File: config.mk
export PLATFORM = sky130hd
export DESIGN_NAME = imm_encoder
export DESIGN_NICKNAME = d
export VERILOG_FILES = /design/src/rtl/imm_encoder_pkg.sv /design/src/rtl/imm_encoder_pack.sv /design/src/rtl/imm_encoder.sv
export SDC_FILE = /design/constraint.sdc
export NUM_CORES = 1
export LEC_CHECK = 0
export CORE_MARGIN = 5
export CORE_UTILIZATION = 40
export CTS_CLUSTER_SIZE = 28
export DETAILED_ROUTE_END_ITERATION = 10
export HOLD_SLACK_MARGIN = 0.12
export PLACE_DENSITY_LB_ADDON = 0.05
export RECOVER_POWER = 100
export SETUP_SLACK_MARGIN = 0.15
export SYNTH_ARGS = -nofsm -noshare
export SYNTH_HDL_FRONTEND = slang
export SYNTH_SLANG_ARGS = --single-unit
File: constraint.sdc
create_clock -name clk -period 2.4 [get_ports clk]
set_clock_uncertainty 0.15 [all_clocks]
set_input_delay 0.6 -clock clk [delete_from_list [all_inputs] [get_ports clk]]
set_output_delay 0.6 -clock clk [all_outputs]
set_load 0.05 [all_outputs]
File: src/rtl/imm_encoder_pkg.sv
// Shared immediate-format definitions: format coding, legal ranges,
// and the pipeline stage bundles used by the immediate encoder.
package imm_encoder_pkg;

    typedef enum logic [1:0] {
        IMM_I = 2'b00,
        IMM_S = 2'b01,
        IMM_B = 2'b10,
        IMM_J = 2'b11
    } imm_fmt_e;

    localparam int IMM_IS_MIN = -2048;
    localparam int IMM_IS_MAX = 2047;
    localparam int IMM_B_MIN  = -4096;
    localparam int IMM_B_MAX  = 4095;
    localparam int IMM_J_MIN  = -1048576;
    localparam int IMM_J_MAX  = 1048575;

    typedef struct packed {
        imm_fmt_e    fmt;
        logic [20:0] imm;
        logic [31:7] base;
        logic        range_err;
        logic        align_err;
    } s1_t;

    typedef struct packed {
        logic [31:7] bits;
        logic        range_err;
        logic        align_err;
    } s2_t;

    function automatic logic signed [31:0] fmt_min(imm_fmt_e f);
        logic signed [31:0] r;
        r = IMM_IS_MIN;
        unique case (f)
            IMM_I, IMM_S: r = IMM_IS_MIN;
            IMM_B:        r = IMM_B_MIN;
            IMM_J:        r = IMM_J_MIN;
        endcase
        return r;
    endfunction

    function automatic logic signed [31:0] fmt_max(imm_fmt_e f);
        logic signed [31:0] r;
        r = IMM_IS_MAX;
        unique case (f)
            IMM_I, IMM_S: r = IMM_IS_MAX;
            IMM_B:        r = IMM_B_MAX;
            IMM_J:        r = IMM_J_MAX;
        endcase
        return r;
    endfunction

endpackage

File: src/rtl/imm_encoder_pack.sv
// Combinational scatter of an immediate into instruction bits [31:7],
// merging the non-immediate fields from base.
module imm_pack
    import imm_encoder_pkg::*;
(
    input  imm_fmt_e    fmt,
    input  logic [20:0] imm,
    input  logic [31:7] base,
    output logic [31:7] bits
);

    always_comb begin
        bits = base;
        unique case (fmt)
            IMM_I: bits = {imm[11:0], base[19:7]};
            IMM_S: bits = {imm[11:5], base[24:12], imm[4:0]};
            IMM_B: bits = {imm[12], imm[10:5], base[24:12],
                           imm[4:1], imm[11]};
            IMM_J: bits = {imm[20], imm[10:1], imm[11],
                           imm[19:12], base[11:7]};
        endcase
    end

endmodule

File: src/rtl/imm_encoder.sv
// Two-stage immediate encoder: S1 captures request and error flags,
// S2 holds the packed instruction bits presented to the consumer.
module imm_encoder
    import imm_encoder_pkg::*;
(
    input  logic        clk,
    input  logic        reset_n,
    input  logic        in_valid,
    output logic        in_ready,
    input  logic [1:0]  imm_fmt,
    input  logic [31:0] imm_val,
    input  logic [31:7] base_bits,
    output logic        out_valid,
    input  logic        out_ready,
    output logic [31:7] out_bits,
    output logic        out_range_err,
    output logic        out_align_err,
    output logic [7:0]  err_count,
    input  logic        err_clr
);

    logic               s1_valid_q, s1_valid_d;
    logic               s2_valid_q, s2_valid_d;
    s1_t                s1_q, s1_d;
    s2_t                s2_q, s2_d;
    logic [7:0]         err_cnt_q, err_cnt_d;
    logic               s2_adv, accept;
    logic               range_err, align_err;
    logic signed [31:0] imm_s;
    imm_fmt_e           fmt_in;
    logic [31:7]        packed_bits;

    assign fmt_in   = imm_fmt_e'(imm_fmt);
    assign s2_adv   = !s2_valid_q || out_ready;
    assign in_ready = !s1_valid_q || s2_adv;
    assign accept   = in_valid && in_ready;

    always_comb begin
        imm_s     = $signed(imm_val);
        range_err = (imm_s < fmt_min(fmt_in)) ||
                    (imm_s > fmt_max(fmt_in));
        align_err = imm_val[0] &&
                    (fmt_in == IMM_B || fmt_in == IMM_J);
    end

    imm_pack u_pack (
        .fmt  (s1_q.fmt),
        .imm  (s1_q.imm),
        .base (s1_q.base),
        .bits (packed_bits)
    );

    always_comb begin
        s1_valid_d = s1_valid_q;
        s1_d       = s1_q;
        s2_valid_d = s2_valid_q;
        s2_d       = s2_q;
        err_cnt_d  = err_cnt_q;
        if (in_ready) begin
            s1_valid_d = in_valid;
        end
        if (accept) begin
            s1_d.fmt       = fmt_in;
            s1_d.imm       = imm_val[20:0];
            s1_d.base      = base_bits;
            s1_d.range_err = range_err;
            s1_d.align_err = align_err;
        end
        // S2 keeps stale data when emptied; only out_valid matters then
        if (s2_adv) begin
            s2_valid_d = s1_valid_q;
            if (s1_valid_q) begin
                s2_d.bits      = packed_bits;
                s2_d.range_err = s1_q.range_err;
                s2_d.align_err = s1_q.align_err;
            end
        end
        if (err_clr) begin
            err_cnt_d = 8'd0;
        end else if (accept && (range_err || align_err) &&
                     err_cnt_q != 8'hff) begin
            err_cnt_d = err_cnt_q + 8'd1;
        end
    end

    always_ff @(posedge clk or negedge reset_n) begin
        if (!reset_n) begin
            s1_valid_q <= 1'b0;
            s2_valid_q <= 1'b0;
            s1_q       <= '0;
            s2_q       <= '0;
            err_cnt_q  <= 8'd0;
        end else begin
            s1_valid_q <= s1_valid_d;
            s2_valid_q <= s2_valid_d;
            s1_q       <= s1_d;
            s2_q       <= s2_d;
            err_cnt_q  <= err_cnt_d;
        end
    end

    assign out_valid     = s2_valid_q;
    assign out_bits      = s2_q.bits;
    assign out_range_err = s2_q.range_err;
    assign out_align_err = s2_q.align_err;
    assign err_count     = err_cnt_q;

endmodule

---- Word level (Yosys, flattened, before mapping) ----
Cells that the tools add are included.
operators by class
  $add $sub $neg .......................... 1
  magnitude comparators ................... 2
  eq/ne operators ......................... 7
  mux-type cells .......................... 5
  reduce and logical (&&, ||, !) cells .... 16
operator list
  kind                                                  number
  one-hot mux 32 bit (3 select lines)                   2
  one-hot mux 25 bit (4 select lines)                   1
  greater-than comparator 32 bit                        1
  < comparator 32 bit                                   1
  2-to-1 mux 8 bit                                      2
  adder 8 x 1 -> 8 bit (second input constant)          1
  equality test 2 bit (second input constant)           4
  != test 8 bit (second input constant)                 1
  logical OR 1 bit                                      5
  equality test 2 x 1 -> 1 bit (second input constant)  2
  logical AND 1 bit                                     4
  zero test 2 bit                                       2
  zero test 1 bit                                       2
  AND reduction 2 bit                                   1
  nonzero test 2 bit                                    1
  OR reduction 2 bit                                    1
word-level totals
  register bits after elaboration ......... 80
  logic and storage cells ................. 42

---- Longest topological paths before layout ----
  depth in word-level cells ............... 10
  gate-level depth with buffers ........... 10

---- Modules after synthesis ----
Synthesis repeated with hierarchy kept, for this count alone.
unflattened totals
  cell total of the unflattened synthesis .. 325
  area total of the unflattened synthesis .. 4267.8 sq um
modules (own cells, without submodules)
  module       instances  cells each  area each (sq um)  sequential area each (sq um)
  imm_encoder  1          290         3907.5             2177.1
  imm_pack     1          35          360.3              0.0

---- Worst setup path after synthesis ----
Ideal clock, no wire load.
  kind .................................... input-to-reg
  start point ............................. input imm_fmt[0]
  end point ............................... register err_cnt_q[7] (netlist: err_count[7])
  setup time .............................. 0.125 ns
  arrival ................................. 2.887 ns
  data required time ...................... 2.125 ns
  path slack .............................. -0.762 ns
  cell stages on the path ................. 9
  path through ............................ nand2_1 ha_1 nand3_1 or4_1 or4_1 o31a_2 a21oi_4 nor2_2 mux2_4
between the ends
  longest elaborated chain between the ends .. 9
  elaborated cells on any way between the ends .. 16
  classes of those cells .................. order compare: 2; eq/ne: 3; mux: 2; reduce/logical: 9
RTL lines
  element                                                                line                                          RTL
  start, declared                                                        imm_encoder.sv:10                             input logic [1:0] imm_fmt,
  equality test 2 x 1 -> 1 bit or zero test 2 bit (tied branches)        imm_encoder_pkg.sv:36, imm_encoder_pkg.sv:47
  OR reduction 2 bit                                                     imm_encoder_pkg.sv:36, imm_encoder_pkg.sv:47
  one-hot mux 32 bit (3 select lines) (on tied branches)                 imm_encoder_pkg.sv:36, imm_encoder_pkg.sv:47
  < comparator 32 bit or greater-than comparator 32 bit (tied branches)  imm_encoder.sv:40, imm_encoder.sv:41
  logical OR 1 bit                                                       imm_encoder.sv:40                             range_err = (imm_s < fmt_min(fmt_in)) ||
  logical OR 1 bit *                                                     imm_encoder.sv:80                             end else if (accept && (range_err || align_err) &&
  logical AND 1 bit * (2 in a row)                                       imm_encoder.sv:80
  nonzero test 2 bit (no line) *                                         -
  end signal, assigned                                                   imm_encoder.sv:98                             err_cnt_q <= err_cnt_d;
  end, declared                                                          imm_encoder.sv:26                             logic [7:0] err_cnt_q, err_cnt_d;
Mark *: on every way between the ends. The rest lies on a longest branch, timed or not. The select of a mux whose other input is x is not followed.
A chain may end at the register's enable or synchronous reset.

---- Worst setup path after layout ----
  start point ............................. input imm_fmt[1]
  end point ............................... register err_cnt_q[7] (netlist: err_count[7])
The elaborated chain is that of the path after synthesis.

==> metrics.md <==
| Metric | Value |
|---|---|
| NumNets Final | 642 |
| Final worst path period need | 2.66 ns |
| CTS H-Tree Depth | 3 |
| # clock sinks | 80 |
| WL/cell | 14.2 µm |
| Max VDD drop | 320 µV |
| Pre-CTS setup slack | -1.33 ns |
| Fin worst setup slack | -0.264 ns |
| Unrepaired setup endpoints after global routing | yes |
| Required @ worst endpoint | 2.49 ns |
| Pwr/cell area | 708 nW/µm² |
| CP max stage cell | or4_1 |
| Ys Warns | 0 |
| DR DRC count | 0 |
| IO Pins | 101 |
| DR vias/cell | 4.84 |
| Core area | 9640 µm² |
| Initial antenna violation count | 0 |
| Status | finished with violations |
| Multi-input gate area | 2060 µm² |
| Drt pass-1 iters | 7 |
| Min Hold Slack | 0.325 ns |
| Critical Path Sink Type | register |
| # port buffers | 93 |
| Pleak | 2.79 nW |
| Post-placement cell count | 666 |
| Die ar. | 11800 µm² |
| Setup CP Type | primary input to register |
| Reg area | 2000 µm² |
| Synth area leaders | dfrtp_1 (51%), nand2_1 (15%), ha_1 (7.7%), mux2i_1 (4.6%), o21ai_0 (3.3%) |
| Worst hold-check path type | register to register |
| Slew margin rel. | 0.410 |
| Synth unique cells | 41 |
| Failing checks | negative setup slack |
| Detail Route Antenna Nets | 0 |
| Max clock buf depth | 2 |
| Post-synth EDFFs | 0 |
| Ant diodes | 0 |
| Share of the synthesized area in the top cell type | 0.513 |
| Gpl congestion | 0.847 |
| Syn_nets | 504 |
| Die X | 109 µm |
| Row count | 36 |
| Share of cells above drive strength 1 | 0.216 |
| FF+latch count, synth | 80 |
| Post-route cell area | 5710 µm² |
| Starting Density | 0.405 |
| Vias in the first global route | 3360 |
| Synthesized area per cell | 9.37 µm² |
| Final setup viols | 8 |
| Final Hold Fails | 0 |
| Clock Root Buffer | clkbuf_8 |
| Max-Cap Viols | 0 |
| Worst-path fanout max | 6 |
| Fin cells | 692 |
| Final wirelength | 9.86 mm |
| Primary FF master, synth | dfrtp_1 |
| # fillers | 913 |
| Die H | 109 µm |
| Dpl cell area | 5350 µm² |
| CTS buffer count | 9 |
| Async SR Flop Fraction | 1.00 |
| Sequential area share after synthesis | 0.513 |
| Worst-skew pair later-pin latency | 0.34 ns |
| Cell Chain, Critical Path | buf_12 -> nand2_8 -> ha_4 -> nand3_2 -> or4_1 -> or4_4 -> o31a_4 -> a21oi_4 -> nor2_2 -> mux2_4 |
| Hold path cells | 2 |
| Final HPWL from detailed placement | 7.18 mm |
| CTS tree | built |
| Via count | 3346 |
| Slew Viols, Final | 0 |
| Final core utilization | 0.592 |
| Instance count of the mapped netlist | 416 |
| Initial DRC Count | 126 |
| Largest net degree at the start of global routing | 48 |
| Post-Synthesis Cell Area | 3900 µm² |
| First-pass GRT wire length | 16.6 mm |
| Total track usage | 0.180 |
| Grt total ovfl | 0 |
| F_max | 375 MHz |
| CTS clock-pin slew for the worst setup and hold paths | 0.08 ns |
| Worst slew pin tran | 0.885 ns |
| Worst EP arrival | 2.75 ns |
| Dominant cell type by area after synthesis | dfrtp_1 |
| Critical Path Start Type | primary input |
| Area Growth Syn to Fin | 46.4% |
| Worst Reg-to-Reg Cells | 8 |
| Crit-path max cell delay | 0.51 ns |
| Final Cycle Share | 1.11 |
## sequential cells by signal, indices dropped and copies added, names as in the netlist
signal	cells
err_count	8
out_align_err	1
out_bits	25
out_range_err	1
out_valid	1
s1_q	43
s1_valid_q	1
## cells by family after synthesis
kind of cell,Yosys count,synth area share
compound gates,48,0.0706
xor+xnor,2,0.00449
fa+ha+maj,24,0.0770
buf+inv,23,0.0221
flops,80,0.513
mux,28,0.0760
simple gates,211,0.236
## where the power goes
| group | total [W] | internal, W | switching, W |
|---|---|---|---|
| clock network | 0.00109 | 0.000615 | 0.000475 |
| registers | 0.00169 | 0.00156 | 0.000126 |
| logic | 0.00126 | 0.000438 | 0.000824 |
| total | 0.00404 | 0.00262 | 0.00142 |
## metrics by stage
stage	setup TNS (ns)	total power (W)
after global placement	-10.20	0.00305
after global routing	-3.71	0.00428
after floorplan	-3.11	0.00251
final	-1.47	0.00404
after detailed placement	-10.60	0.00307
after CTS	-1.76	0.00410
## worst paths after layout
| path | start | end | slack (ns) |
|---|---|---|---|
| worst max-delay path | imm_fmt[1] | err_count[7]$_DFFE_PN0P_ | -0.26 |
| worst min-delay path | out_bits[14]$_DFFE_PN0P_ | out_bits[14]$_DFFE_PN0P_ | 0.33 |
| worst max register to register | err_count[5]$_DFFE_PN0P_ | err_count[3]$_DFFE_PN0P_ | -0.05 |
| worst min register to register | out_bits[14]$_DFFE_PN0P_ | out_bits[14]$_DFFE_PN0P_ | 0.33 |
| max in group asynchronous | reset_n | s1_q[39]$_DFFE_PN0P_ | 0.22 |
| min in group asynchronous | reset_n | out_bits[27]$_DFFE_PN0P_ | 0.76 |
## worst max-delay path, delay by kind of cell
family                     cells  cell delay [ns]
AOI/OAI and AO/OA              2             0.33
muxes                          1             0.29
buffers and inverters          1             0.11
and+or+nand+nor                5             1.15
adders and majority gates      1             0.27
## cells in the final DEF, fill, tap and decap left out, types with 3 or more instances in the layout
master	instances
dlygate4sd2_1	40
a21oi_2	3
nand2b_1	5
nor3b_1	3
dlymetal6s2s_1	3
nor3_1	3
clkdlybuf4s50_1	34
buf_4	40
nand3_1	5
nand4_1	6
clkbuf_2	4
ha_4	8
nand2_1	153
o21ai_1	3
or3_1	4
mux2i_1	18
nor4_2	3
ha_1	15
o21ai_0	25
clkbuf_1	6
clkbuf_8	10
dfrtp_1	79
buf_2	5
nor2_1	7
clkdlybuf4s15_2	3
a21oi_1	8
mux2_2	8
nor2b_1	4
inv_1	3
## repair_timing
| item | in CTS | in global routing |
|---|---|---|
| setup buffers | 4 | 4 |
| hold buffers | 1 | 0 |
| endpoints found under the setup margin | 44 | 9 |
| hold endpoints to repair | 33 | 0 |
| pin swaps | 12 | 17 |
| cloned | 1 | 0 |
| resized for setup | 97 | 25 |
## synth_stat cells (2+ instances only)
cell type,instances
a21oi_1,10
a21oi_2,2
and4_1,2
clkbuf_1,16
dfrtp_1,80
ha_1,24
inv_1,6
mux2_2,8
mux2i_1,18
nand2_1,154
nand2b_1,5
nand3_1,6
nand4_1,6
nor2_1,7
nor2b_1,4
nor3_1,5
nor3b_1,3
nor4_1,4
o21ai_0,26
o21ai_1,3
or2_2,2
or3_1,5
or4_1,2
## routing by layer
metal / wire, µm / share of wire / global-route usage
met5: 0 / 0 / 0
met4: 104 / 0.011 / 0.0649
met3: 429 / 0.044 / 0.0302
met2: 4540 / 0.46 / 0.278
met1: 4790 / 0.49 / 0.254
## final cells by class
cell class                      instances  share of cell area
Clock buffer                           11              0.0248
Clock inverter                          5              0.0138
Inverter                                6             0.00504
Multi-Input combinational cell        314               0.360
Sequential cell                        80               0.351
Tap cell                              133              0.0291
Timing Repair Buffer                  143               0.216
No activity file was read; power rests on OpenSTA's default activity.
